==> config.mk <==
export PLATFORM = sky130hd
export DESIGN_NAME = mem_stage
export DESIGN_NICKNAME = d
export VERILOG_FILES = /design/src/rtl/riscv_pkg.sv /design/src/rtl/mem_align.sv /design/src/rtl/mem_stage.sv
export SDC_FILE = /design/constraint.sdc
export NUM_CORES = 1
export LEC_CHECK = 0
export BUFFER_PORTS_ARGS = -buffer_cell sky130_fd_sc_hd__buf_2
export CORE_UTILIZATION = 53
export CTS_CLUSTER_SIZE = 24
export DETAILED_ROUTE_END_ITERATION = 6
export MAX_ROUTING_LAYER = met4
export PLACE_DENSITY_LB_ADDON = 0.2
export SYNTH_ARGS = -nofsm -noshare
export SYNTH_HDL_FRONTEND = slang
export SYNTH_SLANG_ARGS = --single-unit
==> constraint.sdc <==
create_clock -name clk -period 6 [get_ports clk]
set_input_delay 0.9 -clock clk [delete_from_list [all_inputs] [get_ports clk]]
set_output_delay 0.9 -clock clk [all_outputs]
set_load 0.1 [all_outputs]
==> src/rtl/riscv_pkg.sv <==
// Shared RV32I definitions for the memory stage.
// Holds funct3 widths, the access FSM states and the latched instruction bundle.
package riscv_pkg;

    localparam logic [2:0] F3_B  = 3'b000;
    localparam logic [2:0] F3_H  = 3'b001;
    localparam logic [2:0] F3_W  = 3'b010;
    localparam logic [2:0] F3_BU = 3'b100;
    localparam logic [2:0] F3_HU = 3'b101;

    typedef enum logic [1:0] {
        IDLE,
        REQ,
        WAIT_RSP,
        DONE
    } mem_state_t;

    typedef struct packed {
        logic [4:0]  rd;
        logic [31:0] alu;
        logic [2:0]  funct3;
        logic        mem_write;
        logic        regwrite_en;
    } ex_mem_t;

endpackage

==> src/rtl/mem_align.sv <==
// Byte-lane formatting for stores and loads.
// Purely combinational; misalign only reflects halfword/word offsets.
module mem_align
    import riscv_pkg::*;
(
    input  logic [2:0]  funct3,
    input  logic [1:0]  off,
    input  logic [31:0] store_data,
    input  logic [31:0] rdata,
    output logic [3:0]  wstrb,
    output logic [31:0] wdata,
    output logic [31:0] load_value,
    output logic        misalign
);

    logic [7:0]  byte_v;
    logic [15:0] half_v;

    always_comb begin
        byte_v     = rdata[{off, 3'b000} +: 8];
        half_v     = off[1] ? rdata[31:16] : rdata[15:0];
        wstrb      = 4'b0000;
        wdata      = store_data;
        load_value = rdata;
        misalign   = 1'b0;
        unique case (1'b1)
            (funct3 == F3_B): begin
                wstrb      = 4'b0001 << off;
                wdata      = {4{store_data[7:0]}};
                load_value = {{24{byte_v[7]}}, byte_v};
            end
            (funct3 == F3_BU): begin
                load_value = {24'b0, byte_v};
            end
            (funct3 == F3_H): begin
                wstrb      = 4'b0011 << off;
                wdata      = {2{store_data[15:0]}};
                load_value = {{16{half_v[15]}}, half_v};
                misalign   = off[0];
            end
            (funct3 == F3_HU): begin
                load_value = {16'b0, half_v};
                misalign   = off[0];
            end
            (funct3 == F3_W): begin
                wstrb    = 4'b1111;
                misalign = |off;
            end
            default: ;
        endcase
    end

endmodule

==> src/rtl/mem_stage.sv <==
// RV32I memory-access stage: one outstanding data-memory access at a time.
// All handshake and writeback outputs are registered.
module mem_stage
    import riscv_pkg::*;
#(
    parameter int XLEN   = 32,
    parameter int ADDR_W = 32
) (
    input  logic              clk,
    input  logic              rst,
    input  logic              ex_valid,
    output logic              ex_ready,
    input  logic [4:0]        ex_rd,
    input  logic [XLEN-1:0]   ex_alu_result,
    input  logic [XLEN-1:0]   ex_store_data,
    input  logic [2:0]        ex_funct3,
    input  logic              ex_mem_read,
    input  logic              ex_mem_write,
    input  logic              ex_regwrite_en,
    output logic              dmem_req_valid,
    input  logic              dmem_req_ready,
    output logic [ADDR_W-1:0] dmem_addr,
    output logic              dmem_we,
    output logic [3:0]        dmem_wstrb,
    output logic [XLEN-1:0]   dmem_wdata,
    input  logic              dmem_rsp_valid,
    input  logic [XLEN-1:0]   dmem_rdata,
    output logic              wb_valid,
    output logic [4:0]        wb_rd,
    output logic [XLEN-1:0]   wb_data,
    output logic              wb_regwrite_en,
    output logic              access_err
);

    mem_state_t  state;
    ex_mem_t     q;
    logic [2:0]  al_f3;
    logic [1:0]  al_off;
    logic [3:0]  al_wstrb;
    logic [31:0] al_wdata;
    logic [31:0] al_load;
    logic        al_misalign;
    logic        is_mem;
    logic        bad_f3;
    logic        err;

    // In IDLE the aligner formats the incoming store; afterwards it decodes the load.
    assign al_f3  = (state == IDLE) ? ex_funct3 : q.funct3;
    assign al_off = (state == IDLE) ? ex_alu_result[1:0] : q.alu[1:0];

    mem_align u_align (
        .funct3     (al_f3),
        .off        (al_off),
        .store_data (ex_store_data),
        .rdata      (dmem_rdata),
        .wstrb      (al_wstrb),
        .wdata      (al_wdata),
        .load_value (al_load),
        .misalign   (al_misalign)
    );

    always_comb begin
        is_mem = ex_mem_read | ex_mem_write;
        bad_f3 = 1'b0;
        if (ex_mem_write)
            bad_f3 = !(ex_funct3 inside {F3_B, F3_H, F3_W});
        else if (ex_mem_read)
            bad_f3 = !(ex_funct3 inside {F3_B, F3_H, F3_W, F3_BU, F3_HU});
        err = is_mem & (bad_f3 | al_misalign | (ex_mem_read & ex_mem_write));
    end

    always_ff @(posedge clk or posedge rst) begin
        if (rst) begin
            state          <= IDLE;
            q              <= '0;
            ex_ready       <= 1'b1;
            dmem_req_valid <= 1'b0;
            dmem_addr      <= '0;
            dmem_we        <= 1'b0;
            dmem_wstrb     <= 4'b0;
            dmem_wdata     <= '0;
            wb_valid       <= 1'b0;
            wb_rd          <= 5'd0;
            wb_data        <= '0;
            wb_regwrite_en <= 1'b0;
            access_err     <= 1'b0;
        end else begin
            unique case (state)
                IDLE: begin
                    if (ex_valid && ex_ready) begin
                        ex_ready      <= 1'b0;
                        q.rd          <= ex_rd;
                        q.alu         <= ex_alu_result;
                        q.funct3      <= ex_funct3;
                        q.mem_write   <= ex_mem_write;
                        q.regwrite_en <= ex_regwrite_en;
                        if (!is_mem || err) begin
                            state          <= DONE;
                            wb_valid       <= 1'b1;
                            wb_rd          <= ex_rd;
                            wb_data        <= ex_alu_result;
                            wb_regwrite_en <= !err && ex_regwrite_en
                                              && (ex_rd != 5'd0);
                            access_err     <= err;
                        end else begin
                            state          <= REQ;
                            dmem_req_valid <= 1'b1;
                            dmem_addr      <= {ex_alu_result[ADDR_W-1:2], 2'b00};
                            dmem_we        <= ex_mem_write;
                            dmem_wstrb     <= ex_mem_write ? al_wstrb : 4'b0;
                            dmem_wdata     <= ex_mem_write ? al_wdata : '0;
                        end
                    end
                end
                REQ: begin
                    if (dmem_req_ready) begin
                        dmem_req_valid <= 1'b0;
                        dmem_addr      <= '0;
                        dmem_we        <= 1'b0;
                        dmem_wstrb     <= 4'b0;
                        dmem_wdata     <= '0;
                        if (q.mem_write) begin
                            state          <= DONE;
                            wb_valid       <= 1'b1;
                            wb_rd          <= q.rd;
                            wb_data        <= q.alu;
                            wb_regwrite_en <= 1'b0;
                            access_err     <= 1'b0;
                        end else begin
                            state <= WAIT_RSP;
                        end
                    end
                end
                WAIT_RSP: begin
                    if (dmem_rsp_valid) begin
                        state          <= DONE;
                        wb_valid       <= 1'b1;
                        wb_rd          <= q.rd;
                        wb_data        <= al_load;
                        wb_regwrite_en <= q.regwrite_en && (q.rd != 5'd0);
                        access_err     <= 1'b0;
                    end
                end
                DONE: begin
                    state      <= IDLE;
                    ex_ready   <= 1'b1;
                    wb_valid   <= 1'b0;
                    access_err <= 1'b0;
                end
                default: state <= IDLE;
            endcase
        end
    end

endmodule

==> results.sh, run 1 <==
export IMPL_status="complete, no violations"
export IMPL_grt_max_degree=91
export IMPL_final_cell_area_um2=10000
export IMPL_core_um2=15200
export IMPL_r2r_end="wb_data[31]"
export IMPL_setup_worst_path_start_class="flip-flop"
export IMPL_yosysWarnings=0
export IMPL_crit_type="flip-flop to flip-flop"
export IMPL_final_antenna_net_count=0
export IMPL_holdBufCountCts=0
export IMPL_drc=0
export IMPL_clockBufferDepth=2
export IMPL_setup_viol=0
export IMPL_yosysSeqAreaShare_pct=46.3
export IMPL_die_area_um2=16100
export IMPL_die_x_um=127
export IMPL_path_cells="inv_1 > ha_1 > mux2i_4 > buf_4 > a221oi_2 > o41ai_4 > or3_1 > o221ai_1"
export IMPL_drive_gt1_share_pct=38.8
export IMPL_wl_per_cell_um=19.4
export IMPL_whs_ns=0.490
export IMPL_cts_sinks=153
export IMPL_crit_path_top_delay_cell="o41ai_4"
export IMPL_cts_tree="done"
export IMPL_post_cts_buffers=0
export IMPL_grt_overflow=0
export IMPL_grtUsageMet3_pct=6.37
export IMPL_multi_input_area_um2=4130
export IMPL_io_buffers=220
export IMPL_clk_latency_ns=0.42
export IMPL_syn_to_final_growth_pct=21.5
export IMPL_critPathBufInv=2
export IMPL_synth_area_per_cell_um2=10.4
export IMPL_fp_dieH_um=127
export IMPL_grt_setup_unrepaired="no"
export IMPL_finalHoldViolCount=0
export IMPL_cts_inserted_buffers=17
export IMPL_dp_hpwl_mm=15.6
export IMPL_vias_per_cell=6.04
export IMPL_clock_skew_ns=0.00834
export IMPL_cts_resized=0
export IMPL_num_antenna_cells=0
export IMPL_clock_fmax_mhz=226
export IMPL_netlist_instances=794
export IMPL_grt_usage_pct=29.9
export IMPL_detail_route_iter0_violations=650
export IMPL_cpPeakStageDelay_ns=0.97
export IMPL_antenna_found_initial=0
export IMPL_grt_first_pass_wirelength_mm=35.9
export IMPL_h_tree_depth=4
export IMPL_dpl_cell_area_um2=9440
export IMPL_syn_area_um2=8270
export IMPL_fin_crit_ns=4.42
export IMPL_hold_path_class="flip-flop to flip-flop"
export IMPL_num_rows=45
export IMPL_r2r_slack_ns=1.58
export IMPL_crit_fanout=42
export IMPL_grt_busiest_layer="met2"
export IMPL_met1_usage_pct=40.4
export IMPL_regArea_um2=3830
export IMPL_cp_data_required_time_ns=6.26
export IMPL_clk_pin_slew_ns=0.06
export IMPL_ys_types=50
export IMPL_critPathLaunch="state[0]"
export IMPL_max_cap_viol_count=0
export IMPL_io_pins=223
export IMPL_fin_tns_setup_ns=0
export IMPL_num_nets_final=1095
export IMPL_critPathCaptureType="flip-flop"
export IMPL_path_delay_family="compound AO/OA/AOI/OAI gates"
export IMPL_vias=7101
export IMPL_use_met2_pct=44.0
export IMPL_worstReg2RegStart="state[0]"
export IMPL_drv_slew=0
export IMPL_post_route_period_util_pct=73.7
export IMPL_dr_pass1_iters=5
export IMPL_start_util_pct=54.4
export IMPL_critPathCapture="wb_data[31]"
export IMPL_fill_cells=1250
export IMPL_reg2reg_depth=8
export IMPL_grt_pass1_vias=6676
export IMPL_worst_pin_slew_ns=1.20
export IMPL_ys_ff_latch=153
export IMPL_root_buffer="clkbuf_16"
export IMPL_gp_congestion=0.905
export IMPL_maxSlewHeadroom_pct=20.2
export IMPL_worst_ep_arrival_time_ns=4.68
export IMPL_finalWirelength_mm=22.8
export IMPL_crit_cells=8
through the flow:
| step | instances | setup WS (ns) | util (%) |
|---|---|---|---|
| after global routing | 1176 | 1.30 | 66.1 |
| after floorplan | 795 | 0.980 | - |
| after global placement | 1147 | 1.76 | 62.1 |
| final | 1176 | 1.58 | 66.1 |
| after CTS | 1176 | 1.64 | 66.1 |
| after detailed placement | 1147 | 1.65 | 62.1 |
per-layer routing:
metal  wire [um]  part of all wire, %
met5           0                    0
met4         684                  3.0
met3        1840                  8.1
met2       10500                   46
met1        9770                   43
state kept, by name (all words and copies together), names as in the netlist:
name and count:
dmem_addr 30, wb_data 32, wb_rd 5, dmem_wdata 32, wb_valid 1, dmem_wstrb 4
state 2, dmem_req_valid 1, dmem_we 1, access_err 1, q 42, ex_ready 1
wb_regwrite_en 1
synth_stat cells (all sizes together):
cell	count	area [um^2]
conb	1	3.75
nor4	3	25.0
a21o	1	7.51
o41ai	1	16.3
or2	1	6.26
a221oi	1	15.0
clkbuf	42	158
o21ai	66	334
o32ai	2	17.5
nor3	8	45.0
nand4	1	6.26
o221a	1	11.3
nand2b	2	12.5
a31oi	22	138
dfrtp	152	3800
mux4	1	22.5
nor3b	2	15.0
nor2	49	184
buf	24	156
mux2	106	1190
nor2b	52	325
a211oi	3	22.5
or3b	1	8.76
nand3	15	75.1
or4	1	7.51
or3	3	18.8
o211ai	3	22.5
a21oi	25	129
o22a	1	8.76
inv	17	63.8
o22ai	16	100
o21a	8	60.1
nand2	67	251
ha	5	62.6
o31ai	14	105
a311oi	8	70.1
mux2i	44	448
dfstp	1	26.3
a2111oi	1	27.5
o221ai	23	264
worst min-delay path by stage:
| stage | startpoint | cells after the start | end |
|---|---|---|---|
| 2_1_floorplan | q[0] | 1 | q[0] |
| 3_3_place_gp | wb_valid | 2 | wb_valid |
| 3_5_place_dp | dmem_wdata[11] | 1 | dmem_wdata[11] |
| 4_1_cts | wb_valid | 2 | wb_valid |
| 5_1_grt | dmem_wdata[15] | 1 | dmem_wdata[15] |
| 6_report | wb_valid | 2 | wb_valid |
worst register-to-register path, stage by stage, from the launching register on:
cell and delay (ns):
dfrtp_1 0.43, inv_1 0.13, ha_1 0.81, mux2i_4 0.35, buf_4 0.42, a221oi_2 0.14, o41ai_4 0.98, or3_1 0.76
o221ai_1 0.25
layout by cell type (no fill, tap or decap), types with 2 or more instances in the layout:
master / count
a311oi_1: 8
a211oi_1: 3
buf_4: 10
mux2_2: 95
bufinv_16: 3
o22ai_1: 16
nor2_1: 49
or3_1: 3
o221ai_1: 13
o31ai_1: 14
buf_2: 220
mux2_1: 11
o221ai_2: 10
conb_1: 2
nor3b_1: 2
o21ai_0: 65
o211ai_1: 3
a31oi_1: 22
mux2i_2: 3
clkbuf_8: 5
ha_1: 3
a21oi_1: 24
nand2_1: 67
o21a_1: 8
mux2i_1: 40
ha_2: 2
clkbuf_16: 17
nand3_1: 14
nand2b_1: 2
dfrtp_1: 152
nor3_1: 7
nor4_1: 2
clkinv_2: 2
inv_1: 16
nor2b_1: 52
logic make-up (layout without fill, tap and decap cells):
family | Yosys count | in the layout | share of synthesized area (%)
muxes | 151 | 151 | 20.1
buffers and inverters | 83 | 276 | 4.57
DFF | 153 | 153 | 46.3
AOI/OAI and AO/OA | 196 | 196 | 16.3
other | 1 | 2 | 0.0454
adders and majority gates | 5 | 5 | 0.757
and+or+nand+nor | 205 | 205 | 11.9
cell type report:
type                    instances  share of cell area (%)
multi-input cells             559                    41.1
flip-flops and latches        153                    38.1
repair buffers                230                    11.7
clock buffers                  22                    4.92
well taps                     188                    2.34
clock inverters                 7                    1.16
inverters                      17                   0.685
Power of run 1 is left out: the tool's default activity adds up to more than one toggle a clock period on the data nets, which glitch-free logic cannot reach.
==> inputs of run 2 (changes only) <==
--- a/config.mk
+++ b/config.mk
@@ -5,8 +5,9 @@
 export SDC_FILE = /design/constraint.sdc
 export NUM_CORES = 1
 export LEC_CHECK = 0
+export ABC_AREA = 1
 export BUFFER_PORTS_ARGS = -buffer_cell sky130_fd_sc_hd__buf_2
-export CORE_UTILIZATION = 53
+export CORE_UTILIZATION = 48
 export CTS_CLUSTER_SIZE = 24
 export DETAILED_ROUTE_END_ITERATION = 6
 export MAX_ROUTING_LAYER = met4
==> constraint.sdc (replaced) <==
create_clock -name clk -period 4.04 [get_ports clk]
set_input_delay 0.606 -clock clk [delete_from_list [all_inputs] [get_ports clk]]
set_output_delay 0.606 -clock clk [all_outputs]
set_load 0.1 [all_outputs]
==> run 2 against run 1 <==
Critical path depth up 5. Clock-buffer cell count shrank 3. Setup slack lost 0.64 ns. Clock skew about the same. Fmax up 43%. Die area up 13%.
==> results.sh, run 2 <==
export IMPL_finalHoldViolCount=0
export IMPL_drc=0
export IMPL_synth_area_per_cell_um2=7.20
export IMPL_worstReg2RegStart="state[0]"
export IMPL_grt_usage_pct=28.2
export IMPL_wl_per_cell_um=15.2
export IMPL_vias=8085
export IMPL_finalWirelength_mm=24.3
export IMPL_grt_max_degree=69
export IMPL_die_area_um2=18200
export IMPL_clk_pin_slew_ns=0.07
export IMPL_fin_tns_setup_ns=0
export IMPL_netlist_instances=1177
export IMPL_synth_common_cells="nand2_1 (521), dfrtp_1 (152), nor2_1 (87)"
export IMPL_setup_worst_path_start_class="flip-flop"
export IMPL_worst_pin_slew_ns=1.13
export IMPL_io_buffers=220
export IMPL_yosysSeqAreaShare_pct=45.2
export IMPL_die_x_um=135
export IMPL_cts_sinks=153
export IMPL_yosys_top_cells_area="dfrtp_1 (45%), nand2_1 (23%), o21ai_2 (4.9%)"
export IMPL_grt_overflow=0
export IMPL_syn_area_um2=8480
export IMPL_setup_viol=0
export IMPL_dp_hpwl_mm=17.3
export IMPL_core_um2=17300
export IMPL_async_flop_share_pct=100
export IMPL_largest_registers="q: 42 flops, dmem_wdata: 32 flops, wb_data: 32 flops"
export IMPL_cp_data_required_time_ns=4.40
export IMPL_yosysTopAreaCell="dfrtp_1"
export IMPL_io_pins=223
export IMPL_r2r_end="dmem_addr[17]"
export IMPL_hold_path_class="input pin to async pin"
export IMPL_yosysWarnings=0
export IMPL_syn_to_final_growth_pct=20.1
export IMPL_ys_flop_type="dfrtp_1"
export IMPL_num_rows=48
export IMPL_post_cts_buffers=0
export IMPL_critPathCaptureType="flip-flop"
export IMPL_dr_pass1_iters=5
export IMPL_detail_route_iter0_violations=509
export IMPL_clockBufferDepth=2
export IMPL_worst_ep_arrival_time_ns=3.46
export IMPL_yosysMostFrequentCell="nand2_1"
export IMPL_fp_dieH_um=135
export IMPL_regArea_um2=3830
export IMPL_most_common_layout_cells="nand2_1 (521), buf_2 (220), dfrtp_1 (152), nor2_1 (87), inv_1 (71)"
export IMPL_multi_input_area_um2=3930
export IMPL_drive_gt1_share_pct=24.7
export IMPL_h_tree_depth=4
export IMPL_crit_type="flip-flop to flip-flop"
export IMPL_status="complete, no violations"
export IMPL_root_buffer="clkbuf_16"
export IMPL_synth_top_area_share_pct=44.9
export IMPL_cts_resized=0
export IMPL_gp_congestion=0.917
export IMPL_post_route_period_util_pct=76.8
export IMPL_grt_setup_unrepaired="no"
export IMPL_fin_crit_ns=3.10
export IMPL_clock_fmax_mhz=322
export IMPL_critPathBufInv=3
export IMPL_ys_ff_latch=153
export IMPL_grt_first_pass_wirelength_mm=38.6
export IMPL_crit_fanout=60
export IMPL_cpPeakStageDelay_ns=0.55
export IMPL_path_cells="inv_1 > ha_1 > inv_4 > nand2_1 > nand2_2 > nor2_2 > nand3_2 > nand3_2 > nand2_2 > nand2_4 > buf_12 > nand2_1 > o21ai_2"
export IMPL_fill_cells=1658
export IMPL_holdBufCountCts=0
export IMPL_r2r_slack_ns=0.94
export IMPL_ys_types=30
export IMPL_drv_slew=0
export IMPL_vias_per_cell=5.05
export IMPL_num_nets_final=1478
export IMPL_largest_register_ffs=42
export IMPL_whs_ns=0.355
export IMPL_grt_pass1_vias=7421
export IMPL_clk_latency_ns=0.43
export IMPL_antenna_found_initial=3
export IMPL_clock_skew_ns=0.00866
export IMPL_max_cap_viol_count=0
export IMPL_final_common_cell="nand2_1"
export IMPL_cts_tree="done"
export IMPL_maxSlewHeadroom_pct=24.5
export IMPL_reg2reg_depth=13
export IMPL_synth_edf_count=0
export IMPL_path_delay_family="simple AND/OR/NAND/NOR gates"
export IMPL_final_antenna_net_count=0
export IMPL_cts_inserted_buffers=17
export IMPL_regMostFlops="q"
export IMPL_start_util_pct=49.0
export IMPL_crit_path_top_delay_cell="nand2_4"
==> run 2: cell types whose count changed in the layout (fill, tap and decap cells not counted), moves of 14 or more <==
cell     delta
nand2_1   +454
mux2_2     -95
inv_1      +55
nor2b_1    -52
o21ai_2    +47
a21oi_1    +40
mux2i_1    -40
nor2_1     +38
nand3_1    +30
a31oi_1    -22
o21ai_1    +16
o22ai_1    -14
o31ai_1    -14
==> run 2: cells by family after synthesis <==
kind of cell             Yosys count  share of synthesized area [%]
flip-flops                       153                           45.2
AND/OR/NAND/NOR                  674                           31.5
other                              1                         0.0442
AO/OA/AOI/OAI                    194                           13.9
buffers and inverters            150                           8.59
adder cells (fa/ha/maj)            5                          0.738
==> run 2: metrics by stage <==
stage               worst slack (ns)  cell area [um^2]  util (%)  instances
detailed placement             0.972              9610      55.5       1567
finish                         0.939             10200      58.9       1600
global placement                1.06              9610      55.5       1567
CTS                            0.959             10200      58.8       1597
global route                   0.617             10200      58.9       1600
floorplan                       1.50              8480         -       1178
==> run 2: cell type report <==
cell class | instances | area share (%)
well taps | 225 | 2.77
clock inverters | 11 | 1.22
flip-flops and latches | 153 | 37.6
repair buffers | 232 | 12.3
clock buffers | 19 | 4.35
diodes | 3 | 0.0737
inverters | 82 | 3.09
multi-input cells | 875 | 38.6
==> run 2: layer usage <==
layer / routed length, um / track usage, % / part of all wire [%] / vias to the layer above
li1: - / - / - / 4048
met1: 10800 / 37.0 / 44 / 3731
met2: 11500 / 44.6 / 47 / 277
met3: 1550 / 5.26 / 6.4 / 29
met4: 407 / 7.93 / 1.7 / 0
met5: 0 / - / 0 / -
==> run 2: worst max path at each step <==
stage,from,end,cells after the start
after global placement,state[0],dmem_addr[21],13
after detailed placement,state[0],dmem_addr[18],13
after floorplan,rst,access_err,1
after CTS,state[0],dmem_addr[15],13
final,state[0],dmem_addr[17],13
after global routing,state[0],dmem_addr[13],13
Power of run 2 is left out for the same reason.
